`config.mk`:
```
export PLATFORM = sky130hd
export DESIGN_NAME = pwm_capture_flat
export DESIGN_NICKNAME = d
export VERILOG_FILES = /design/src/rtl/pwm_pkg.sv /design/src/rtl/pwm_capture_if.sv /design/src/rtl/pwm_sync.sv /design/src/rtl/pwm_capture.sv /design/src/flat_wrapper.sv
export SDC_FILE = /design/constraint.sdc
export NUM_CORES = 1
export LEC_CHECK = 0
export BUFFER_PORTS_ARGS = -buffer_cell sky130_fd_sc_hd__buf_2
export CAP_MARGIN = 20
export CORE_MARGIN = 5
export CORE_UTILIZATION = 35
export CTS_BUF_LIST = sky130_fd_sc_hd__clkbuf_2
export DETAILED_ROUTE_END_ITERATION = 16
export PLACE_DENSITY = 0.64
export SETUP_SLACK_MARGIN = 0.15
export SYNTH_ARGS = -nofsm -noshare
export SYNTH_HDL_FRONTEND = slang
export SYNTH_HIERARCHICAL = 1
export SYNTH_SLANG_ARGS = --single-unit
```
`constraint.sdc`:
```
create_clock -name clk -period 2.6 [get_ports clk]
set_input_delay 0.78 -clock clk [delete_from_list [all_inputs] [get_ports clk]]
set_output_delay 0.78 -clock clk [all_outputs]
set_load 0.005 [all_outputs]
```
`src/rtl/pwm_pkg.sv`:
```
// Shared types and constants for the PWM capture block.
package pwm_pkg;

    localparam int unsigned DefaultWidth = 8;

    typedef enum logic [1:0] {
        StIdle,
        StHigh,
        StLow
    } pwm_state_e;

endpackage

```
`src/rtl/pwm_capture_if.sv`:
```
// Control/result bundle between a CPU-side agent and the PWM capture block.
interface pwm_capture_if
    import pwm_pkg::*;
#(
    parameter int unsigned WIDTH = DefaultWidth
);

    logic             en;
    logic             pwm_in;
    logic             cpu_ack;
    logic [WIDTH-1:0] high_time;
    logic [WIDTH-1:0] period;
    logic             meas_valid;
    logic             overrun;
    logic             timeout;
    logic             stuck_level;

    modport master (
        output en, pwm_in, cpu_ack,
        input  high_time, period, meas_valid, overrun, timeout, stuck_level
    );

    modport slave (
        input  en, pwm_in, cpu_ack,
        output high_time, period, meas_valid, overrun, timeout, stuck_level
    );

endinterface

```
`src/rtl/pwm_sync.sv`:
```
// Synchronizer chain for the asynchronous PWM line plus rise/fall pulse detection.
module pwm_sync #(
    parameter int unsigned Stages = 2
) (
    input  logic clk,
    input  logic rst_n,
    input  logic async_i,
    output logic level_o,
    output logic rise_o,
    output logic fall_o
);

    logic [Stages-1:0] sync_q;
    logic              prev_q;
    // Edges are masked until both the last stage and its delayed copy hold real samples,
    // so a line already high at reset release is not mistaken for a rise.
    logic [Stages:0]   fill_q;

    always_ff @(posedge clk or negedge rst_n) begin
        if (!rst_n) begin
            sync_q <= '0;
            prev_q <= 1'b0;
            fill_q <= '0;
        end else begin
            sync_q <= {sync_q[Stages-2:0], async_i};
            prev_q <= sync_q[Stages-1];
            fill_q <= {fill_q[Stages-1:0], 1'b1};
        end
    end

    assign level_o = sync_q[Stages-1];
    assign rise_o  = fill_q[Stages] & level_o & ~prev_q;
    assign fall_o  = fill_q[Stages] & ~level_o & prev_q;

endmodule

```
`src/rtl/pwm_capture.sv`:
```
// Measures high time and period of an asynchronous PWM line in clock cycles, with sticky
// valid/overrun/timeout flags that a single-cycle CPU acknowledge clears.
module pwm_capture
    import pwm_pkg::*;
#(
    parameter int unsigned WIDTH       = DefaultWidth,
    parameter int unsigned SYNC_STAGES = 2
) (
    input logic          clk,
    input logic          rst_n,
    pwm_capture_if.slave bus
);

    localparam int unsigned Stages = (SYNC_STAGES < 2) ? 2 : SYNC_STAGES;
    // One below saturation: stepping from here would make the counter all-ones.
    localparam logic [WIDTH-1:0] CntLimit = {{(WIDTH-1){1'b1}}, 1'b0};

    logic level, rise, fall;

    pwm_sync #(
        .Stages(Stages)
    ) u_sync (
        .clk    (clk),
        .rst_n  (rst_n),
        .async_i(bus.pwm_in),
        .level_o(level),
        .rise_o (rise),
        .fall_o (fall)
    );

    pwm_state_e       state_q, state_d;
    logic [WIDTH-1:0] hi_cnt_q, hi_cnt_d;
    logic [WIDTH-1:0] per_cnt_q, per_cnt_d;
    logic [WIDTH-1:0] high_time_q, high_time_d;
    logic [WIDTH-1:0] period_q, period_d;
    logic             valid_q, valid_d;
    logic             overrun_q, overrun_d;
    logic             timeout_q, timeout_d;
    logic             stuck_q, stuck_d;
    logic             publish, saturate;

    always_ff @(posedge clk or negedge rst_n) begin
        if (!rst_n) begin
            state_q     <= StIdle;
            hi_cnt_q    <= '0;
            per_cnt_q   <= '0;
            high_time_q <= '0;
            period_q    <= '0;
            valid_q     <= 1'b0;
            overrun_q   <= 1'b0;
            timeout_q   <= 1'b0;
            stuck_q     <= 1'b0;
        end else begin
            state_q     <= state_d;
            hi_cnt_q    <= hi_cnt_d;
            per_cnt_q   <= per_cnt_d;
            high_time_q <= high_time_d;
            period_q    <= period_d;
            valid_q     <= valid_d;
            overrun_q   <= overrun_d;
            timeout_q   <= timeout_d;
            stuck_q     <= stuck_d;
        end
    end

    always_comb begin
        state_d     = state_q;
        hi_cnt_d    = hi_cnt_q;
        per_cnt_d   = per_cnt_q;
        high_time_d = high_time_q;
        period_d    = period_q;
        valid_d     = valid_q;
        overrun_d   = overrun_q;
        timeout_d   = timeout_q;
        stuck_d     = stuck_q;
        publish     = 1'b0;
        saturate    = 1'b0;

        if (!bus.en) begin
            state_d   = StIdle;
            hi_cnt_d  = '0;
            per_cnt_d = '0;
        end else begin
            unique case (state_q)
                StIdle: begin
                    if (rise) begin
                        state_d   = StHigh;
                        hi_cnt_d  = 1;
                        per_cnt_d = 1;
                    end else begin
                        hi_cnt_d  = '0;
                        per_cnt_d = '0;
                    end
                end
                StHigh: begin
                    if (per_cnt_q == CntLimit) begin
                        saturate = 1'b1;
                    end else if (fall) begin
                        state_d   = StLow;
                        per_cnt_d = per_cnt_q + 1'b1;
                    end else begin
                        hi_cnt_d  = hi_cnt_q + 1'b1;
                        per_cnt_d = per_cnt_q + 1'b1;
                    end
                end
                StLow: begin
                    if (rise) begin
                        publish   = 1'b1;
                        state_d   = StHigh;
                        hi_cnt_d  = 1;
                        per_cnt_d = 1;
                    end else if (per_cnt_q == CntLimit) begin
                        saturate = 1'b1;
                    end else begin
                        per_cnt_d = per_cnt_q + 1'b1;
                    end
                end
                default: state_d = StIdle;
            endcase
        end

        if (saturate) begin
            state_d   = StIdle;
            hi_cnt_d  = '0;
            per_cnt_d = '0;
        end

        // A new result beats a coincident acknowledge; an acknowledged publish is no overrun.
        if (publish) begin
            high_time_d = hi_cnt_q;
            period_d    = per_cnt_q;
            valid_d     = 1'b1;
            overrun_d   = ~bus.cpu_ack & (overrun_q | valid_q);
        end else if (bus.cpu_ack) begin
            valid_d   = 1'b0;
            overrun_d = 1'b0;
        end

        if (saturate) begin
            timeout_d = 1'b1;
            stuck_d   = level;
        end else if (bus.cpu_ack) begin
            timeout_d = 1'b0;
        end
    end

    assign bus.high_time   = high_time_q;
    assign bus.period      = period_q;
    assign bus.meas_valid  = valid_q;
    assign bus.overrun     = overrun_q;
    assign bus.timeout     = timeout_q;
    assign bus.stuck_level = stuck_q;

endmodule

```
`src/flat_wrapper.sv`:
```
// flat-port wrapper written by rule: the top's interface ports become plain ports
module pwm_capture_flat import pwm_pkg::*;
#(
    parameter int unsigned WIDTH       = DefaultWidth,
    parameter int unsigned SYNC_STAGES = 2
)
  (clk, rst_n, bus_en, bus_pwm_in, bus_cpu_ack, bus_high_time, bus_period, bus_meas_valid, bus_overrun, bus_timeout, bus_stuck_level);
  pwm_capture_if #(.WIDTH(WIDTH)) bus_i ();
  input logic clk;
  input logic rst_n;
  input wire logic [$bits(bus_i.en)-1:0] bus_en;
  input wire logic [$bits(bus_i.pwm_in)-1:0] bus_pwm_in;
  input wire logic [$bits(bus_i.cpu_ack)-1:0] bus_cpu_ack;
  output wire logic [$bits(bus_i.high_time)-1:0] bus_high_time;
  output wire logic [$bits(bus_i.period)-1:0] bus_period;
  output wire logic [$bits(bus_i.meas_valid)-1:0] bus_meas_valid;
  output wire logic [$bits(bus_i.overrun)-1:0] bus_overrun;
  output wire logic [$bits(bus_i.timeout)-1:0] bus_timeout;
  output wire logic [$bits(bus_i.stuck_level)-1:0] bus_stuck_level;
  assign bus_i.en = bus_en;
  assign bus_i.pwm_in = bus_pwm_in;
  assign bus_i.cpu_ack = bus_cpu_ack;
  assign bus_high_time = bus_i.high_time;
  assign bus_period = bus_i.period;
  assign bus_meas_valid = bus_i.meas_valid;
  assign bus_overrun = bus_i.overrun;
  assign bus_timeout = bus_i.timeout;
  assign bus_stuck_level = bus_i.stuck_level;
  pwm_capture #(.WIDTH(WIDTH), .SYNC_STAGES(SYNC_STAGES)) u_core (.clk(clk), .rst_n(rst_n), .bus(bus_i));
endmodule
```
==> reports/qor_table.md <==
| Quantity | This run | Unit |
| --- | --- | --- |
| Status | finished, final reports clean | - |
| Area taken by multi-input logic gates | 1000 | um2 |
| Synthesis warning total | 6 | - |
| Input/output buffers | 24 | - |
| CTS tree | built | - |
| Min-Delay Path Depth | 0 | - |
| Measured slew at the worst slew-check pin | 0.787 | ns |
| Endpoint of the worst hold-timing path | u_core/u_sync/fill_q[1] | - |
| Sequential cell area | 1100 | um2 |
| Drt via density | 5.44 | - |
| Drt first pass iters | 4 | - |
| Power per cell area | 496 | nW/um2 |
| Half-perimeter wire length of the detailed placement result | 3220 | um |
| Register bit total from synthesis | 44 | - |
| Count of unresolved DRC violations after routing | 0 | - |
| Die Outline Area | 8030 | um2 |
| Post-route antenna net violation count | 0 | - |
| Biggest area contributors in the synthesized netlist | dfrtp_1 50%, mux2_2 6.6%, ha_1 3.4% | - |
| Setup crit end kind | flop | - |
| LEAKAGE | 1.14 | nW |
| Largest driver fanout on the critical path | 11 | - |
| Cell taking the most area after synthesis | dfrtp_1 | - |
| Commonest register cell after synthesis | dfrtp_1 | - |
| Antenna cells | 0 | - |
| Area fraction of the dominant cell type after synthesis | 49.7 | % |
| Sequential cell area fraction in the yosys report | 49.7 | % |
| First-pass GRT wire length | 7750 | um |
| Element type at the critical path start | flop | - |
| Total number of vias | 1653 | - |
| Routability cong. | 0.797 | - |
| Area Overhead vs Synth | 11.9 | % |
| Synth unique cells | 49 | - |
| Synthesized area | 2220 | um2 |
| Final routed wirelength across all metal layers | 4550 | um |
| Max VDD drop | 0.000253 | V |
| Final critical delay including setup and external delays | 2.27 | ns |
| Reg2reg setup slack | 0.33 | ns |
| Total nets after synthesis | 211 | - |
| Overall fraction of global-route tracks in use | 12.3 | % |
| Via count of the first global-routing pass | 1687 | - |
| Reg-to-reg startpoint | u_core/state_q[0] | - |
| Worst Path Arrival | 2.57 | ns |
| Clock transition at path regs | 0.22 | ns |
| Placed Instance Area | 2400 | um2 |
| Post-route cell area | 2480 | um2 |
| Worst relative slew slack | 47.5 | % |
| Ports | 25 | - |
| Maximum number of pins on one net before global-route repair | 37 | - |
| Number of enable flip-flop cells after synthesis | 0 | - |
| GRT overflow | 0 | - |
| Total core area | 6240 | um2 |
| Final hold slack | 0.378 | ns |
| Floorplan die width | 89.6 | um |
| Synth Area per Inst | 11.1 | um2 |
| # hold bufs at CTS | 0 | - |
| Hold Path Class | flop to flop | - |
| Post-CTS Setup Bufs | 0 | - |
| Final Setup Violations | 0 | - |
| WP data required | 2.89 | ns |
| Clock H-tree levels | 2 | - |
| Depth of the most critical reg-to-reg path | 6 | - |
| Synth Instances | 200 | - |
| Final routed wire length divided by cell count | 15.0 | um |
| Sum of negative setup slack | 0 | ns |
| Effective utilization at floorplan | 35.5 | % |
| Row cnt | 29 | - |
| Most frequent cells in the layout | 44 x dfrtp_1, 24 x buf_2, 13 x mux2_2, 13 x nand2_1, 12 x inv_1 | - |
| Share of async-settable or async-resettable flops after synthesis | 100 | % |
| Most frequent standard cell in the layout excluding fill and tap cells | dfrtp_1 | - |
| Clock Tree Buf Depth | 2 | - |
| Count of clock tree sinks | 44 | - |
| Number of antenna violations at the first check in global routing | 0 | - |
| Pins over their slew limit | 0 | - |
| Later-pin clock latency in the skew report | 0.40 | ns |
| Period utilization | 87.4 | % |
| WS Path Type | flop to flop | - |
| Hold Vio Cnt, Final | 0 | - |
| Hold Crit Start | u_core/u_sync/fill_q[0] | - |
| Maximum clock rate | 0.440 | GHz |
| Number of gates resized after CTS | 0 | - |
| RSZ-0062 raised after global routing | no | - |
| Number of violations reported at the end of detailed-routing iteration 0 | 82 | - |
| Final-stage net count | 238 | - |
| Clock Skew | 0.0218 | ns |
| End of the worst register-to-register path | u_core/per_cnt_q[0] | - |
| Maxcap violations | 0 | - |
| Clock tree root driver cell | clkbuf_2 | - |
| Count of filler cells inserted in the layout | 628 | - |
| Vertical die dimension | 89.6 | um |
| Layout cell share with drive strength beyond 1 | 27.8 | % |
| Number of buffers inserted during clock tree synthesis | 5 | - |
[per-stage QoR]
stage	setup WS, ns	util (%)	power, mW	cells
final	0.327	39.8	1.23	304
after global routing	0.230	39.8	1.28	304
after CTS	0.358	39.8	1.25	304
after detailed placement	0.378	38.4	0.776	297
after global placement	0.454	38.4	0.775	297
after floorplan	0.863	-	0.748	200
[how the worst max path moves through the flow]
stage                            from                  end  slack [ns]  cells past startpoint
finish              u_core/state_q[0]  u_core/per_cnt_q[0]        0.33                      6
floorplan           u_core/state_q[0]   u_core/hi_cnt_q[1]        0.86                      7
detailed placement  u_core/state_q[0]  u_core/per_cnt_q[0]        0.38                      6
CTS                 u_core/state_q[0]  u_core/per_cnt_q[0]        0.36                      6
global placement    u_core/state_q[1]   u_core/hi_cnt_q[1]        0.45                      6
global route        u_core/state_q[0]  u_core/per_cnt_q[0]        0.23                      6
[logic make-up after synthesis]
| group | count (synthesis) | share of synthesized area, % |
|---|---|---|
| AO/OA/AOI/OAI | 48 | 17.2 |
| adder cells (fa/ha/maj) | 6 | 3.39 |
| buffers and inverters | 21 | 5.25 |
| flip-flops | 44 | 49.7 |
| multiplexers | 14 | 7.11 |
| other | 1 | 0.169 |
| AND/OR/NAND/NOR | 66 | 17.2 |
[power by group]
part	leakage [nW]	switching [mW]	internal, mW	total, mW
registers	0.600	0.00432	0.692	0.697
logic	0.487	0.0473	0.0195	0.0667
clock network	0.0490	0.213	0.254	0.467
[registers in the layout, summed over array words and instances (netlist names), 2 cells and up]
register / cells
u_core/u_sync/fill_q: 3
u_core/per_cnt_q: 8
u_core/bus.period: 8
u_core/state_q: 2
u_core/hi_cnt_q: 8
u_core/u_sync/sync_q: 2
u_core/bus.high_time: 8
[final cells by class]
cell class              instances  area share, %
multi-input cells             135           40.3
repair buffers                 28           6.05
well taps                      77           3.88
inverters                      13           1.97
clock buffers                   5           1.01
clock inverters                 2           2.42
flip-flops and latches         44           44.4
[critical path: stages (launching register included)]
cell      delay [ns]
dfrtp_1         0.45
inv_1           0.12
ha_1            0.30
nand2b_1        0.30
a21o_2          0.35
o21ai_2         0.49
o32ai_1         0.17
[Yosys cell counts, drive strengths merged (2+ instances only)]
library cell and instances:
clkbuf 2, a21o 2, or4 2, o21ai 11, dfrtp 44, and2 3
inv 13, buf 6, a211oi 3, nand4 7, mux2 14, ha 6
nand2b 2, or3 4, a31oi 4, nand2 13, a21oi 11, and3 5
nand3 11, nor2 7, o211ai 2, a311oi 2, o221a 5, and3b 2
nor3 5
[metal layers]
metal | track usage [%] | wire length (um)
met5 | 0 | 0
met3 | 2.74 | 206
met4 | 3.65 | 29
met1 | 16.8 | 2160
met2 | 19.7 | 2150
No activity file was read; power rests on OpenSTA's default activity.
